**config.mk**
```make
export PLATFORM = sky130hd
export DESIGN_NAME = systolic_feeder
export DESIGN_NICKNAME = d
export VERILOG_FILES = /design/src/rtl/systolic_pkg.sv /design/src/rtl/systolic_operand_buf.sv /design/src/rtl/systolic_feeder.sv
export SDC_FILE = /design/constraint.sdc
export NUM_CORES = 1
export LEC_CHECK = 0
export CORE_UTILIZATION = 50
export DETAILED_ROUTE_END_ITERATION = 6
export PLACE_DENSITY = 0.72
export SYNTH_ARGS = -nofsm -noshare
export SYNTH_HDL_FRONTEND = slang
export SYNTH_SLANG_ARGS = --single-unit
```
**constraint.sdc**
```tcl
create_clock -name clk -period 4.75 [get_ports clk]
set_clock_uncertainty 0.05 [all_clocks]
set_input_delay 0.95 -clock clk [delete_from_list [all_inputs] [get_ports clk]]
set_output_delay 0.95 -clock clk [all_outputs]
set_load 0.05 [all_outputs]
```
**src/rtl/systolic_pkg.sv**
```systemverilog
// Shared definitions for the systolic operand feeder and result drain.
// Phase enum plus cycle-count helpers derived from the array size.
package systolic_pkg;

    typedef enum logic [2:0] {
        IDLE,
        CLEAR,
        FEED,
        FLUSH,
        DONE
    } state_t;

    function automatic int feed_cycles(input int n);
        return 2 * n - 1;
    endfunction

    function automatic int flush_cycles(input int n);
        return n - 1;
    endfunction

    function automatic int addr_width(input int n);
        return (n * n > 1) ? $clog2(n * n) : 1;
    endfunction

    function automatic int cnt_width(input int n);
        return $clog2(2 * n);
    endfunction

endpackage

```
**src/rtl/systolic_operand_buf.sv**
```systemverilog
// A and B tile register files with a diagonally skewed N-lane read.
// Lane i of A returns A[i][t-i]; lane j of B returns B[t-j][j]; else 0.
module systolic_operand_buf
    import systolic_pkg::*;
#(
    parameter int WIDTH = 8,
    parameter int N     = 4,
    parameter int AW    = 2,
    parameter int CW    = 3
) (
    input  logic               clk,
    input  logic               rst,
    input  logic               we,
    input  logic               sel,
    input  logic [AW-1:0]      addr,
    input  logic [WIDTH-1:0]   data,
    input  logic [CW-1:0]      t,
    output logic [N*WIDTH-1:0] a_lane,
    output logic [N*WIDTH-1:0] b_lane
);

    localparam logic [AW:0] DEPTH = (AW + 1)'(N * N);

    logic [WIDTH-1:0] mem_a [N*N];
    logic [WIDTH-1:0] mem_b [N*N];

    int            d;
    logic [AW-1:0] ia;
    logic [AW-1:0] ib;

    always_ff @(posedge clk) begin
        if (rst) begin
            for (int k = 0; k < N * N; k++) begin
                mem_a[k] <= '0;
                mem_b[k] <= '0;
            end
        end else if (we && ({1'b0, addr} < DEPTH)) begin
            if (sel) mem_b[addr] <= data;
            else     mem_a[addr] <= data;
        end
    end

    // Out-of-diagonal lanes read as zero so edge PEs accumulate +0.
    always_comb begin
        a_lane = '0;
        b_lane = '0;
        d      = 0;
        ia     = '0;
        ib     = '0;
        for (int i = 0; i < N; i++) begin
            d = int'(t) - i;
            if (d >= 0 && d < N) begin
                ia = AW'(i * N + d);
                ib = AW'(d * N + i);
                a_lane[i*WIDTH +: WIDTH] = mem_a[ia];
                b_lane[i*WIDTH +: WIDTH] = mem_b[ib];
            end
        end
    end

endmodule

```
**src/rtl/systolic_feeder.sv**
```systemverilog
// Operand feeder for an N x N PE array: buffers A/B tiles, clears the
// array, streams skewed edges, flushes, then pulses done.
module systolic_feeder
    import systolic_pkg::*;
#(
    parameter  int WIDTH = 8,
    parameter  int N     = 4,
    localparam int AW    = addr_width(N)
) (
    input  logic               clk,
    input  logic               rst,
    input  logic               wr_en,
    input  logic               wr_sel,
    input  logic [AW-1:0]      wr_addr,
    input  logic [WIDTH-1:0]   wr_data,
    input  logic               start,
    output logic               busy,
    output logic               done,
    output logic               acc_clr,
    output logic [N*WIDTH-1:0] a_edge,
    output logic [N*WIDTH-1:0] b_edge
);

    localparam int          CW         = cnt_width(N);
    localparam logic [CW-1:0] FEED_LAST  = CW'(feed_cycles(N) - 1);
    localparam logic [CW-1:0] FLUSH_LAST = CW'(flush_cycles(N) - 1);
    localparam bit          NO_FLUSH   = (flush_cycles(N) == 0);

    state_t             state;
    state_t             state_n;
    logic [CW-1:0]      cnt;
    logic [CW-1:0]      cnt_n;
    logic [N*WIDTH-1:0] a_lane;
    logic [N*WIDTH-1:0] b_lane;

    // Buffers are only writable while idle so a run sees a frozen tile.
    systolic_operand_buf #(
        .WIDTH (WIDTH),
        .N     (N),
        .AW    (AW),
        .CW    (CW)
    ) u_buf (
        .clk    (clk),
        .rst    (rst),
        .we     (wr_en && (state == IDLE)),
        .sel    (wr_sel),
        .addr   (wr_addr),
        .data   (wr_data),
        .t      (cnt_n),
        .a_lane (a_lane),
        .b_lane (b_lane)
    );

    always_comb begin
        state_n = state;
        cnt_n   = cnt + CW'(1);
        unique case (state)
            IDLE: begin
                cnt_n = '0;
                if (start) state_n = CLEAR;
            end
            CLEAR: begin
                cnt_n   = '0;
                state_n = FEED;
            end
            FEED: begin
                if (cnt == FEED_LAST) begin
                    cnt_n   = '0;
                    state_n = NO_FLUSH ? DONE : FLUSH;
                end
            end
            FLUSH: begin
                if (cnt == FLUSH_LAST) begin
                    cnt_n   = '0;
                    state_n = DONE;
                end
            end
            DONE: begin
                cnt_n   = '0;
                state_n = IDLE;
            end
            default: begin
                cnt_n   = '0;
                state_n = IDLE;
            end
        endcase
    end

    // Outputs are registered from the next state so they align with it.
    always_ff @(posedge clk) begin
        if (rst) begin
            state   <= IDLE;
            cnt     <= '0;
            busy    <= 1'b0;
            done    <= 1'b0;
            acc_clr <= 1'b0;
            a_edge  <= '0;
            b_edge  <= '0;
        end else begin
            state   <= state_n;
            cnt     <= cnt_n;
            busy    <= state_n inside {CLEAR, FEED, FLUSH};
            done    <= (state_n == DONE);
            acc_clr <= (state_n == CLEAR);
            a_edge  <= (state_n == FEED) ? a_lane : '0;
            b_edge  <= (state_n == FEED) ? b_lane : '0;
        end
    end

endmodule

```
==> flow_summary.html <==
<table>
<tr><th>Metric</th><th>Value</th></tr>
<tr><th colspan="2">Run status</th></tr>
<tr><td>Run status</td><td>completed</td></tr>
<tr><th colspan="2">Synth</th></tr>
<tr><td>Post-synthesis sequential area ratio</td><td>0.595</td></tr>
<tr><td>Yosys warnings</td><td>0</td></tr>
<tr><td>Number of instances in the synthesized netlist</td><td>1034</td></tr>
<tr><td>Distinct cells, synth</td><td>43</td></tr>
<tr><td>Async set-or-reset flop fraction in the synthesized netlist</td><td>0</td></tr>
<tr><td>Most used flip-flop cell after synthesis</td><td>edfxtp_1</td></tr>
<tr><td>Number of nets in the synthesized netlist</td><td>1060</td></tr>
<tr><td>Mean cell area of the mapped netlist</td><td>around 15 um2</td></tr>
<tr><td>Count of flip-flops with a built-in enable after synthesis</td><td>256</td></tr>
<tr><td>Cell area after synthesis</td><td>15400 um2</td></tr>
<tr><td>#FFs+latches synth</td><td>between 300 and 400</td></tr>
<tr><th colspan="2">CTS</th></tr>
<tr><td>TritonCTS Buffers</td><td>36</td></tr>
<tr><td>Clock sink count</td><td>329</td></tr>
<tr><td>Number of setup buffers added after CTS</td><td>0</td></tr>
<tr><td>TritonCTS clock tree</td><td>yes</td></tr>
<tr><td>Clock insertion delay at the later pin of the skew report</td><td>0.52 ns</td></tr>
<tr><td>Maximum clock path buffer count</td><td>3</td></tr>
<tr><td>Root cell of the clock tree</td><td>clkbuf_16</td></tr>
<tr><td>Reg clk slew, reported paths</td><td>~0.060 ns</td></tr>
<tr><td>Number of buffers inserted by hold repair at cts</td><td>0</td></tr>
<tr><td>Number of gates resized after CTS</td><td>0</td></tr>
<tr><td>Level count of the clock H-tree</td><td>2</td></tr>
<tr><th colspan="2">Finish</th></tr>
<tr><td>FILL cells</td><td>2264</td></tr>
<tr><td>Combined area of the multi-input logic cells</td><td>5890 um2</td></tr>
<tr><td>Synth-to-layout area growth</td><td>15.8%</td></tr>
<tr><td>Ant. Diodes</td><td>0</td></tr>
<tr><td>Area of all sequential standard cells</td><td>9150 um2</td></tr>
<tr><td>Number of nets at the end of the flow</td><td>between 1000 and 1500</td></tr>
<tr><td>Share of post-route cells with drive strength above 1</td><td>0.199</td></tr>
<tr><th colspan="2">Timing</th></tr>
<tr><td>Setup total negative slack</td><td>0 ns</td></tr>
<tr><td>Slew at the pin with the worst max-slew slack</td><td>1.00 ns</td></tr>
<tr><td>Final hold violation count</td><td>0</td></tr>
<tr><td>Final setup fails</td><td>0</td></tr>
<tr><td>Setup repair after global routing missed its margin</td><td>false</td></tr>
<tr><td>Share of the clock period used by the worst path</td><td>0.771</td></tr>
<tr><td>Pins over their slew limit</td><td>0</td></tr>
<tr><td>Final worst hold slack</td><td>~0.51 ns</td></tr>
<tr><td>Minimum clock period</td><td>3.66 ns</td></tr>
<tr><td>Worst slew slack as a fraction of its limit</td><td>0.330</td></tr>
<tr><td>Achievable clock frequency</td><td>273 MHz</td></tr>
<tr><th colspan="2">Global route</th></tr>
<tr><td>Pin count of the biggest net entering global routing</td><td>114</td></tr>
<tr><td>Number of global-route vias before repair</td><td>a little under 9000</td></tr>
<tr><td>Layer with the highest usage</td><td>met2</td></tr>
<tr><td>All-layer global routing usage</td><td>0.238</td></tr>
<tr><td>Total grt overflow</td><td>0</td></tr>
<tr><td>First-pass GRT wire length</td><td>54.2 mm</td></tr>
<tr><td>GR met3 Demand/Resource</td><td>0.0497</td></tr>
<tr><td>Met1 global-route usage</td><td>0.337</td></tr>
<tr><td>Number of antenna violations at the first check in global routing</td><td>1</td></tr>
<tr><td>Global-route track usage on met2</td><td>0.376</td></tr>
<tr><th colspan="2">Critical path</th></tr>
<tr><td>Crit path arrival time</td><td>3.94 ns</td></tr>
<tr><td>Startpoint Class</td><td>flip-flop</td></tr>
<tr><td>Data required time at the worst endpoint</td><td>5.03 ns</td></tr>
<tr><td>Crit Path Class</td><td>reg2reg</td></tr>
<tr><td>Worst reg-to-reg setup slack</td><td>1.09 ns</td></tr>
<tr><td>Type of element capturing the critical path</td><td>flip-flop</td></tr>
<tr><td>Worst-path fanout max</td><td>34</td></tr>
<tr><th colspan="2">Floorplanning</th></tr>
<tr><td>Die outline area</td><td>31500 um2</td></tr>
<tr><td>I/O pin cnt</td><td>84</td></tr>
<tr><td>Core Footprint</td><td>30000 um2</td></tr>
<tr><td>Placement Rows</td><td>63</td></tr>
<tr><td>Initial standard-cell utilization of the core</td><td>0.514</td></tr>
<tr><td>Overall die width</td><td>177 um</td></tr>
<tr><td>Vertical die dimension</td><td>about 180 um</td></tr>
<tr><th colspan="2">Power</th></tr>
<tr><td>Static Leakage</td><td>6.43 nW</td></tr>
<tr><td>Worst ir drop on vdd</td><td>0.257 mV</td></tr>
<tr><td>Power density over the cells</td><td>380 nW/um2</td></tr>
<tr><th colspan="2">Detailed routing</th></tr>
<tr><td>DRT Pass-1 Iters</td><td>5</td></tr>
<tr><td>Per-cell routed wire length</td><td>23.9 um</td></tr>
<tr><td>Total vias in the final route</td><td>8987</td></tr>
<tr><td>ANT nets after route</td><td>0</td></tr>
<tr><td>DRC violation count after routing</td><td>0</td></tr>
<tr><td>Detailed-route wire length</td><td>36.4 mm</td></tr>
<tr><td>Initial detailed-routing violation count</td><td>between 700 and 800</td></tr>
<tr><td>Drt via density</td><td>5.89</td></tr>
<tr><th colspan="2">Min path</th></tr>
<tr><td>Worst Hold Class</td><td>reg2reg</td></tr>
<tr><th colspan="2">Placement</th></tr>
<tr><td>Half-perimeter wire length of the detailed placement result</td><td>24.2 mm</td></tr>
<tr><td>Final RePlAce weighted congestion</td><td>a little over 0.8</td></tr>
<tr><td>Buffers added on ports</td><td>83</td></tr>
<tr><th colspan="2">Flow run</th></tr>
<tr><td>Reported max-cap violation count</td><td>0</td></tr>
</table>
cell usage in the layout, fill, tap and decap left out, types with 7 or more instances in the layout:
| master | netlist | layout |
|---|---|---|
| or2_2 | 35 | 35 |
| o22ai_1 | 16 | 16 |
| dfxtp_1 | 73 | 73 |
| and2_1 | 265 | 265 |
| clkdlybuf4s50_1 | 0 | 83 |
| and3_1 | 8 | 8 |
| nor2b_1 | 23 | 22 |
| nor2_1 | 40 | 40 |
| mux4_2 | 104 | 104 |
| ha_1 | 9 | 8 |
| edfxtp_1 | 256 | 256 |
| nor3_1 | 9 | 9 |
| buf_4 | 10 | 20 |
| clkbuf_16 | 0 | 38 |
| nand2_1 | 25 | 25 |
| mux2i_1 | 64 | 64 |
| clkbuf_1 | 42 | 7 |
power by group:
part	total, mW	leakage, nW	switching, mW	internal [mW]
Combinational	0.591	2.60	0.327	0.264
Sequential	3.24	3.22	0.0501	3.19
Clock	2.94	0.606	1.15	1.80
Total	6.77	6.43	1.52	5.25
kinds of logic (layout without fill, tap and decap cells):
kind of cell / Yosys count / in the layout / share of synthesized area
XOR/XNOR: 4 / 4 / 0.00374
buffers and inverters: 73 / 175 / 0.0245
AO/OA/AOI/OAI: 25 / 25 / 0.0114
adder cells (fa/ha/maj): 9 / 9 / 0.00732
AND/OR/NAND/NOR: 425 / 425 / 0.164
multiplexers: 169 / 169 / 0.195
flip-flops: 329 / 329 / 0.595
final timing paths:
check / startpoint / to / depth (start not counted)
max: cnt[0] / a_edge[30] / 13
min: state[0] / state[2] / 2
max reg2reg: cnt[0] / a_edge[30] / 13
min reg2reg: state[0] / state[2] / 2
sequential cells by signal, summed over array words and instances, names as in the netlist:
register     cells
acc_clr          1
busy             1
u_buf.mem_a    128
u_buf.mem_b    128
state            3
cnt              3
done             1
a_edge          32
b_edge          32
final cells by class:
class,instances,area share
Sequential cell,329,0.513
Multi-Input combinational cell,632,0.330
Timing Repair Buffer,105,0.0573
Clock buffer,48,0.0571
Tap cell,390,0.0274
Clock inverter,17,0.0134
Inverter,5,0.00119
Yosys cell counts (all sizes together), types with 16 or more instances:
cell type | n | area, um2
and2 | 265 | 1660
edfxtp | 256 | 7690
mux4 | 104 | 2340
dfxtp | 73 | 1460
mux2i | 64 | 641
clkbuf | 42 | 158
nor2 | 40 | 150
or2 | 36 | 225
buf | 26 | 198
nand2 | 25 | 93.8
nor2b | 23 | 144
o22ai | 16 | 100
through the flow:
stage                     utilization  area [um2]  std cells  power (mW)  worst slack (ns)
after floorplan                     -       15400       1034        3.70              1.05
after global placement          0.553       16600       1461        3.88              1.01
after detailed placement        0.553       16600       1461        3.89              1.03
after CTS                       0.595       17800       1526        6.80             0.968
after global routing            0.595       17800       1526        6.95             0.819
final                           0.595       17800       1526        6.77              1.09
metal layers:
metal,vias up,part of all wire
met1,4582,0.42
met2,386,0.47
met4,0,0.019
li1,3965,-
met3,54,0.088
met5,-,0
worst max-delay path, stage by stage (launching register included):
cell and delay, ns:
dfxtp_1 0.40, inv_1 0.07, ha_1 0.29, a21oi_1 0.16
nor2b_4 0.16, buf_4 0.49, ha_4 0.23, xnor2_2 0.11
buf_4 0.34, inv_1 0.08, ha_1 0.22, o211ai_1 0.35
or2_2 0.38, o22ai_1 0.13
Power figures use the tool's default switching activity.
